### src/rtl/pla_sweep_ctrl_if.sv
// Bus between the PLA sweep sequencer and the equivalence-check harness.
// master = harness side (start/abort, DUT and reference outputs); slave = sequencer.
interface pla_sweep_ctrl_if #(
  parameter int N_IN = 7
);
  logic            start;
  logic            abort;
  logic [N_IN-1:0] vec;
  logic            dut_y;
  logic            ref_y;
  logic            busy;
  logic            done;
  logic [N_IN:0]   onset_cnt;
  logic [N_IN:0]   mism_cnt;
  logic [N_IN-1:0] first_bad;
  logic            first_bad_vld;
  logic [15:0]     sig;

  modport master (
    output start, abort, dut_y, ref_y,
    input  vec, busy, done, onset_cnt, mism_cnt, first_bad, first_bad_vld, sig
  );

  modport slave (
    input  start, abort, dut_y, ref_y,
    output vec, busy, done, onset_cnt, mism_cnt, first_bad, first_bad_vld, sig
  );
endinterface

### src/rtl/pla_sweep_ctrl.sv
// Exhaustive-sweep sequencer: walks all 2^N_IN vectors through DUT and reference, counting onset/mismatches.
// Optional output MISR enabled by defining PLA_SWEEP_SIGNATURE_EN; otherwise sig is tied to zero.
module pla_sweep_ctrl #(
  parameter int N_IN       = 7,
  parameter int SETTLE_CYC = 0
) (
  input  logic             clk,
  input  logic             rst,
  pla_sweep_ctrl_if.slave  bus
);

  localparam int HW = (SETTLE_CYC > 0) ? $clog2(SETTLE_CYC + 1) : 1;
  localparam logic [HW-1:0]   HOLD_LAST = HW'(SETTLE_CYC);
  localparam logic [N_IN-1:0] VEC_LAST  = '1;

  typedef enum logic [1:0] {
    IDLE = 2'd0,
    RUN  = 2'd1,
    DONE = 2'd2
  } state_t;

  state_t          state_r, state_nx;
  logic [N_IN-1:0] vec_r, vec_nx;
  logic [HW-1:0]   hold_r, hold_nx;
  logic [N_IN:0]   onset_r, onset_nx;
  logic [N_IN:0]   mism_r, mism_nx;
  logic [N_IN-1:0] first_bad_r, first_bad_nx;
  logic            fbv_r, fbv_nx;
  logic            busy_r, busy_nx;
  logic            done_r, done_nx;
  logic            sample_s;

`ifdef PLA_SWEEP_SIGNATURE_EN
  logic [15:0] sig_r, sig_nx;

  function automatic logic [15:0] misr_step(input logic [15:0] s, input logic d);
    return {s[14:0], 1'b0} ^ ((s[15] ^ d) ? 16'h1021 : 16'h0000);
  endfunction
`endif

  assign sample_s = (state_r == RUN) && (hold_r == HOLD_LAST);

  // Next-state and next-datapath decode; abort pre-empts any sample update.
  always_comb begin
    state_nx     = state_r;
    vec_nx       = vec_r;
    hold_nx      = hold_r;
    onset_nx     = onset_r;
    mism_nx      = mism_r;
    first_bad_nx = first_bad_r;
    fbv_nx       = fbv_r;
    busy_nx      = busy_r;
    done_nx      = done_r;
`ifdef PLA_SWEEP_SIGNATURE_EN
    sig_nx       = sig_r;
`endif
    if (bus.abort) begin
      state_nx = IDLE;
      busy_nx  = 1'b0;
      done_nx  = 1'b0;
    end else begin
      case (state_r)
        IDLE, DONE: begin
          if (bus.start) begin
            state_nx     = RUN;
            vec_nx       = '0;
            hold_nx      = '0;
            onset_nx     = '0;
            mism_nx      = '0;
            first_bad_nx = '0;
            fbv_nx       = 1'b0;
            busy_nx      = 1'b1;
            done_nx      = 1'b0;
`ifdef PLA_SWEEP_SIGNATURE_EN
            sig_nx       = 16'hFFFF;
`endif
          end else begin
            state_nx = state_r;
          end
        end
        RUN: begin
          if (sample_s) begin
            onset_nx = onset_r + (N_IN + 1)'(bus.dut_y);
            if (bus.dut_y != bus.ref_y) begin
              mism_nx = mism_r + (N_IN + 1)'(1);
              if (!fbv_r) begin
                first_bad_nx = vec_r;
                fbv_nx       = 1'b1;
              end else begin
                fbv_nx = fbv_r;
              end
            end else begin
              mism_nx = mism_r;
            end
`ifdef PLA_SWEEP_SIGNATURE_EN
            sig_nx = misr_step(sig_r, bus.dut_y);
`endif
            // Last vector wraps the counter back to zero as DONE is entered.
            vec_nx  = vec_r + N_IN'(1);
            hold_nx = '0;
            if (vec_r == VEC_LAST) begin
              state_nx = DONE;
              busy_nx  = 1'b0;
              done_nx  = 1'b1;
            end else begin
              state_nx = RUN;
            end
          end else begin
            hold_nx = hold_r + HW'(1);
          end
        end
        default: begin
          state_nx = IDLE;
          busy_nx  = 1'b0;
          done_nx  = 1'b0;
        end
      endcase
    end
  end

  // State and datapath registers with synchronous reset.
  always_ff @(posedge clk) begin
    if (rst) begin
      state_r     <= IDLE;
      vec_r       <= '0;
      hold_r      <= '0;
      onset_r     <= '0;
      mism_r      <= '0;
      first_bad_r <= '0;
      fbv_r       <= 1'b0;
      busy_r      <= 1'b0;
      done_r      <= 1'b0;
`ifdef PLA_SWEEP_SIGNATURE_EN
      sig_r       <= 16'h0000;
`endif
    end else begin
      state_r     <= state_nx;
      vec_r       <= vec_nx;
      hold_r      <= hold_nx;
      onset_r     <= onset_nx;
      mism_r      <= mism_nx;
      first_bad_r <= first_bad_nx;
      fbv_r       <= fbv_nx;
      busy_r      <= busy_nx;
      done_r      <= done_nx;
`ifdef PLA_SWEEP_SIGNATURE_EN
      sig_r       <= sig_nx;
`endif
    end
  end

  assign bus.vec           = vec_r;
  assign bus.busy          = busy_r;
  assign bus.done          = done_r;
  assign bus.onset_cnt     = onset_r;
  assign bus.mism_cnt      = mism_r;
  assign bus.first_bad     = first_bad_r;
  assign bus.first_bad_vld = fbv_r;
`ifdef PLA_SWEEP_SIGNATURE_EN
  assign bus.sig           = sig_r;
`else
  assign bus.sig           = 16'h0000;
`endif

endmodule

### src/flat_wrapper.sv
// flat-port wrapper written by rule: the top's interface ports become plain ports
module pla_sweep_ctrl_flat 
#(
  parameter int N_IN       = 7,
  parameter int SETTLE_CYC = 0
)
  (clk, rst, bus_start, bus_abort, bus_dut_y, bus_ref_y, bus_vec, bus_busy, bus_done, bus_onset_cnt, bus_mism_cnt, bus_first_bad, bus_first_bad_vld, bus_sig);
  pla_sweep_ctrl_if #(.N_IN(N_IN)) bus_i ();
  input  logic clk;
  input  logic rst;
  input wire logic [$bits(bus_i.start)-1:0] bus_start;
  input wire logic [$bits(bus_i.abort)-1:0] bus_abort;
  input wire logic [$bits(bus_i.dut_y)-1:0] bus_dut_y;
  input wire logic [$bits(bus_i.ref_y)-1:0] bus_ref_y;
  output wire logic [$bits(bus_i.vec)-1:0] bus_vec;
  output wire logic [$bits(bus_i.busy)-1:0] bus_busy;
  output wire logic [$bits(bus_i.done)-1:0] bus_done;
  output wire logic [$bits(bus_i.onset_cnt)-1:0] bus_onset_cnt;
  output wire logic [$bits(bus_i.mism_cnt)-1:0] bus_mism_cnt;
  output wire logic [$bits(bus_i.first_bad)-1:0] bus_first_bad;
  output wire logic [$bits(bus_i.first_bad_vld)-1:0] bus_first_bad_vld;
  output wire logic [$bits(bus_i.sig)-1:0] bus_sig;
  assign bus_i.start = bus_start;
  assign bus_i.abort = bus_abort;
  assign bus_i.dut_y = bus_dut_y;
  assign bus_i.ref_y = bus_ref_y;
  assign bus_vec = bus_i.vec;
  assign bus_busy = bus_i.busy;
  assign bus_done = bus_i.done;
  assign bus_onset_cnt = bus_i.onset_cnt;
  assign bus_mism_cnt = bus_i.mism_cnt;
  assign bus_first_bad = bus_i.first_bad;
  assign bus_first_bad_vld = bus_i.first_bad_vld;
  assign bus_sig = bus_i.sig;
  pla_sweep_ctrl #(.N_IN(N_IN), .SETTLE_CYC(SETTLE_CYC)) u_core (.clk(clk), .rst(rst), .bus(bus_i));
endmodule
### config.mk
export PLATFORM = sky130hd
export DESIGN_NAME = pla_sweep_ctrl_flat
export DESIGN_NICKNAME = d
export VERILOG_FILES = /design/src/rtl/pla_sweep_ctrl_if.sv /design/src/rtl/pla_sweep_ctrl.sv /design/src/flat_wrapper.sv
export SDC_FILE = /design/constraint.sdc
export NUM_CORES = 1
export LEC_CHECK = 0
export CAP_MARGIN = 10
export CORE_ASPECT_RATIO = 0.5
export CORE_MARGIN = 4
export CORE_UTILIZATION = 35
export CTS_CLUSTER_SIZE = 25
export DETAILED_ROUTE_END_ITERATION = 8
export PLACE_DENSITY = 0.61
export SYNTH_ARGS = -nofsm -noshare
export SYNTH_HDL_FRONTEND = slang
export SYNTH_SLANG_ARGS = --single-unit
### constraint.sdc
create_clock -name clk -period 2 [get_ports clk]
set_input_delay 0.4 -clock clk [delete_from_list [all_inputs] [get_ports clk]]
set_output_delay 0.4 -clock clk [all_outputs]
set_load 0.03 [all_outputs]
* Word level (Yosys, flattened, before mapping) *
Cells that the tools add are included.

operators by class
  equality and inequality tests = 9
  reduce and logical (&&, ||, !) cells = 11
  $add $sub $neg = 4
  mux-type cells = 30
  bitwise operators = 2

operators by type and width
  operator             number
  $mux 7               5
  $mux 8               4
  $pmux 8 s2           2
  $pmux 7 s2           2
  $mux 1               9
  $add 8x1->8          1
  $add 8x1->8 const B  1
  $ne 2x2->1 const B   4
  $pmux 1 s2           4
  $add 7x1->7 const B  1
  $eq 7x7->1 const B   1
  $mux 2               3
  $reduce_and 3->1     2
  $reduce_and 6->1     1
  $reduce_and 5->1     1
  $pmux 2 s2           1
  $reduce_and 4->1     1
  $reduce_or 2->1      2
  $eq 2x1->1 const B   1
  $eq 2x2->1 const B   1
  $logic_not 2->1      1
  $ne 2x1->1 const B   1
  $not 1->1            2
  $reduce_and 2->1     1
  4 further kinds      4

storage, ports and cells
  logic and storage cells = 65
  bits of input ports = 6
  register bits = 36

* Longest topological paths before layout *
  depth in word-level cells = 4
  depth in mapped cells = 5
  gate-level depth less buffers = 5

* Least setup slack after synthesis *
No wires, ideal clock.

  kind = register -> register
  from = reg u_core.vec_r[0], in the netlist u_core.bus.vec[0]
  to = reg u_core.state_r[1]
  path slack = 0.390 ns
  data arrival time = 1.541 ns
  cell stages (with the launch flop) = 6
  library setup time = 0.070 ns
  buffers on the path = 0
  period minus slack after synthesis = 1.610 ns
  cell sequence = dfxtp_1 -> ha_1 -> nand2_1 -> nor4b_1 -> nand2_1 -> a21oi_1

between the ends
  longest elaborated chain between the ends = 4

RTL lines
  item                    RTL line               text
  start, declared         pla_sweep_ctrl.sv:23   logic [N_IN-1:0] vec_r, vec_nx;
  start signal, assigned  pla_sweep_ctrl.sv:138  vec_r <= vec_nx;
  $eq 7x7->1              pla_sweep_ctrl.sv:101  if (vec_r == VEC_LAST) begin
  $mux 2                  pla_sweep_ctrl.sv:101
  $mux 2                  pla_sweep_ctrl.sv:82   if (sample_s) begin
  $pmux 2 s2              pla_sweep_ctrl.sv:62   case (state_r)
  end signal, assigned    pla_sweep_ctrl.sv:137  state_r <= state_nx;
  end, declared           pla_sweep_ctrl.sv:22   state_t state_r, state_nx;

No other way between the ends. The select of a mux whose other input is x is not followed.
A chain may end at the register's enable or synchronous reset.

* Final worst setup path *
  from = reg u_core.vec_r[0], in the netlist u_core.bus.vec[0]
  to = out bus_vec[0]

RTL lines
  item           RTL line            text
  end, declared  flat_wrapper.sv:15  output wire logic [$bits(bus_i.vec)-1:0] bus_vec;

No word-level cell between the ends.

==> key figures <==
Die
  • Row Count: 17
  • Die area: between 0.006 and 0.007 sq mm
  • I/O pins: 55
  • Die Span Y: between 50 and 60 microns
  • Die W: around 110 microns
  • Core Region: ~0.0046 sq mm
  • Initial cell density of the core: 37.9%

STA
  • Max_slew headroom: ~58%
  • Final Critical Period: between 1500 and 2000 ps
  • Final hold violations: 0
  • Tcrit/Tclk final: around 93%
  • WHS: 477 ps
  • RSZ-0062 raised after global routing: false
  • Final setup fails: 0
  • Fin. max-slew vios: 0
  • F_max: 535 MHz
  • Final setup skew: 7.34 ps
  • Actual slew at the worst max-slew pin: 625 ps

Critical path
  • Worst EP required: roughly 1600 ps
  • CP Class: reg -> out
  • Critical Path Source: u_core.bus.vec[0]
  • CP peak stage delay: a little over 700 ps
  • Slowest-stage cell, CP: clkdlybuf4s50_1
  • Cells on worst reg2reg path: 5
  • Crit path max-delay family: buffers and inverters
  • Buffers & Inverters on Critical Path: 1
  • Startpoint Class: flop
  • CP endpoint kind: primary output
  • Reg2reg start: u_core.state_r[0]
  • R2R Path End: u_core.bus.onset_cnt[5]
  • Critical path destination: bus_vec[0]
  • Crit Path Max Fanout: 7
  • WP data arrival: 1470 ps
  • Critical path, cell by cell: clkdlybuf4s50_1
  • Critical Path Stages: 1
  • Setup slack, reg-to-reg: about 240 ps

Synthesis
  • Largest area contributor in the netlist: dfxtp_1
  • Mapped Cells: roughly 190
  • Dominant cells by area after synthesis: dfxtp_1, buf_4, a21oi_1, nor2_1, a22o_1
  • Register area share after synthesis: between 40% and 50%
  • Post-synthesis average cell area: around 9 sq um
  • Post-synth ARST share: 0%
  • Cell variety after synth: 40
  • Yosys top cell area share: between 40 and 50%
  • Synth warnings: 0
  • Most common cell in the netlist: dfxtp_1
  • Synthesized flop and latch total: 36
  • Netlist Area Pre-Place: 0.00174 sq mm
  • Top FF cell, synth: dfxtp_1
  • Top cells by count, synth: dfxtp_1, a21oi_1, nor2_1
  • Number of synthesized flops with an enable pin: 0

CTS
  • Later-pin clock latency in the skew report: 280 ps
  • CTS H-Tree Depth: 2
  • # resized after CTS: 0
  • Clock transition at path regs: 70 ps
  • Maximum root-to-sink buffer count: 2
  • Root buffer cell: clkbuf_8
  • CTS tree: built
  • CTS Buf Count: 5
  • Hold Buf Count CTS: 0
  • Setup Fix Bufs, Post-CTS: 0
  • Clk sinks: 36

Power and ir drop
  • Internal power: 1.06 mW
  • Flop pwr share: about half
  • Max VDD drop: roughly 0.00024 V
  • PD cells: 603 mW/mm^2
  • Clock power share: 36.8%
  • Net Sw Frac: roughly a quarter
  • Final Total Pwr: between 1 and 1.5 mW
  • Power share of the combinational group: between 10% and 20%
  • Pleak: between 0.8 and 0.9 nW
  • Net Sw Power: roughly 0.37 mW

Routing
  • TritonRoute pass-1 iters: 4
  • # DRC: 0
  • ANT nets after route: 0
  • DR vias/cell: 4.81
  • Total wire length: approximately 4 mm
  • DR iter-0 viols: 52
  • Vias: 1,533
  • WL/cell: 12.6 microns

GRT
  • Vias in the first global route: 1,381
  • Global-route wire length before repair: slightly below 7 mm
  • Total track usage: 13.5%
  • Initial antenna violation count: 0
  • Largest net degree at the start of global routing: 12
  • Total grt overflow: 0

Finish
  • Post-Layout Cell Count: 319
  • Multi-input logic area: ~930 sq um
  • Reg area: 721 sq um
  • N_diodes: 0
  • P&R area growth vs syn: 35.5%
  • Number of fill cells in the layout: 437
  • Fin util: between 50% and 60%
  • Share of layout cells above drive strength 1: between 10% and 20%
  • Fin nets: about 260

Job
  • Max_cap viols: 0

Place
  • Post-DP HPWL: ~3.1 mm
  • Placer Congestion: 0.750
  • Placed insts: 311
  • IO buf count: 38

Min path
  • Min-Delay Path Class: reg -> reg

Status
  • Status: completed
-- cells by family (layout without fill, tap and decap cells) --
| family | count (synthesis) | after routing | share of synthesized area, % |
|---|---|---|---|
| simple gates | 67 | 67 | 22.2 |
| compound gates | 53 | 53 | 19.5 |
| flops | 36 | 36 | 41.3 |
| buf+inv | 21 | 67 | 8.40 |
| xor+xnor | 10 | 10 | 5.46 |
| fa+ha+maj | 4 | 4 | 2.87 |
| other cells | 1 | 16 | 0.215 |
-- flip-flops by register name, summed over array words and instances (netlist names) --
register,flops
u_core.bus.mism_cnt,8
u_core.bus.onset_cnt,8
u_core.bus.first_bad,7
u_core.bus.vec,7
u_core.state_r,2
u_core.bus.busy,1
u_core.bus.done,1
u_core.bus.first_bad_vld,1
u_core.hold_r,1
-- through the flow --
stage | cell area [sq um] | setup TNS [ps] | setup slack [ps]
4_1_cts | 2360 | 0 | 122
5_1_grt | 2360 | 0 | 32.3
3_5_place_dp | 2270 | -1710 | -128
6_report | 2360 | 0 | 131
2_1_floorplan | 1800 | 0 | 390
3_3_place_gp | 2270 | -1310 | -118
-- power groups by stage --
| stage | registers (mW) | logic [mW] | clock network, mW |
|---|---|---|---|
| floorplan | 0.747 | 0.125 | 0 |
| global placement | 0.742 | 0.172 | 0 |
| detailed placement | 0.742 | 0.172 | 0 |
| CTS | 0.726 | 0.173 | 0.540 |
| global route | 0.726 | 0.187 | 0.574 |
| finish | 0.726 | 0.174 | 0.524 |
-- layer usage --
| metal | global-route usage [%] | wire (microns) |
|---|---|---|
| met2 | 19.0 | 1630 |
| met4 | 3.78 | 27 |
| met1 | 19.5 | 2110 |
| met5 | 0 | 0 |
| met3 | 4.23 | 245 |
-- layout by cell type (no fill, tap or decap), drive strengths merged, types with 5 or more instances in the layout --
cell type,netlist,routed
a22o,7,7
o21ai,9,9
nor2,19,19
nand3,9,9
buf,17,20
clkbuf,3,6
nand2,11,11
xor2,6,6
clkdlybuf4s50,0,38
dfxtp,36,36
conb,1,16
a21oi,18,18
nor3,5,5
a211oi,6,6
-- final cells by class --
| type | count | share of cell area (%) |
|---|---|---|
| Sequential cell | 36 | 30.5 |
| Clock inverter | 2 | 0.424 |
| Clock buffer | 6 | 3.50 |
| Tap cell | 66 | 3.50 |
| Timing Repair Buffer | 58 | 22.5 |
| Multi-Input combinational cell | 150 | 39.5 |
| Inverter | 1 | 0.159 |
-- worst min-delay path by stage --
stage                                         end  cells after the start                    start
after floorplan                 u_core.state_r[1]                      2        u_core.state_r[1]
after global placement    u_core.bus.first_bad[6]                      1  u_core.bus.first_bad[6]
after detailed placement  u_core.bus.first_bad[4]                      1  u_core.bus.first_bad[4]
after CTS                 u_core.bus.onset_cnt[0]                      2  u_core.bus.onset_cnt[0]
after global routing      u_core.bus.first_bad[6]                      1  u_core.bus.first_bad[6]
final                     u_core.bus.first_bad[4]                      1  u_core.bus.first_bad[4]
Power figures use the tool's default switching activity.
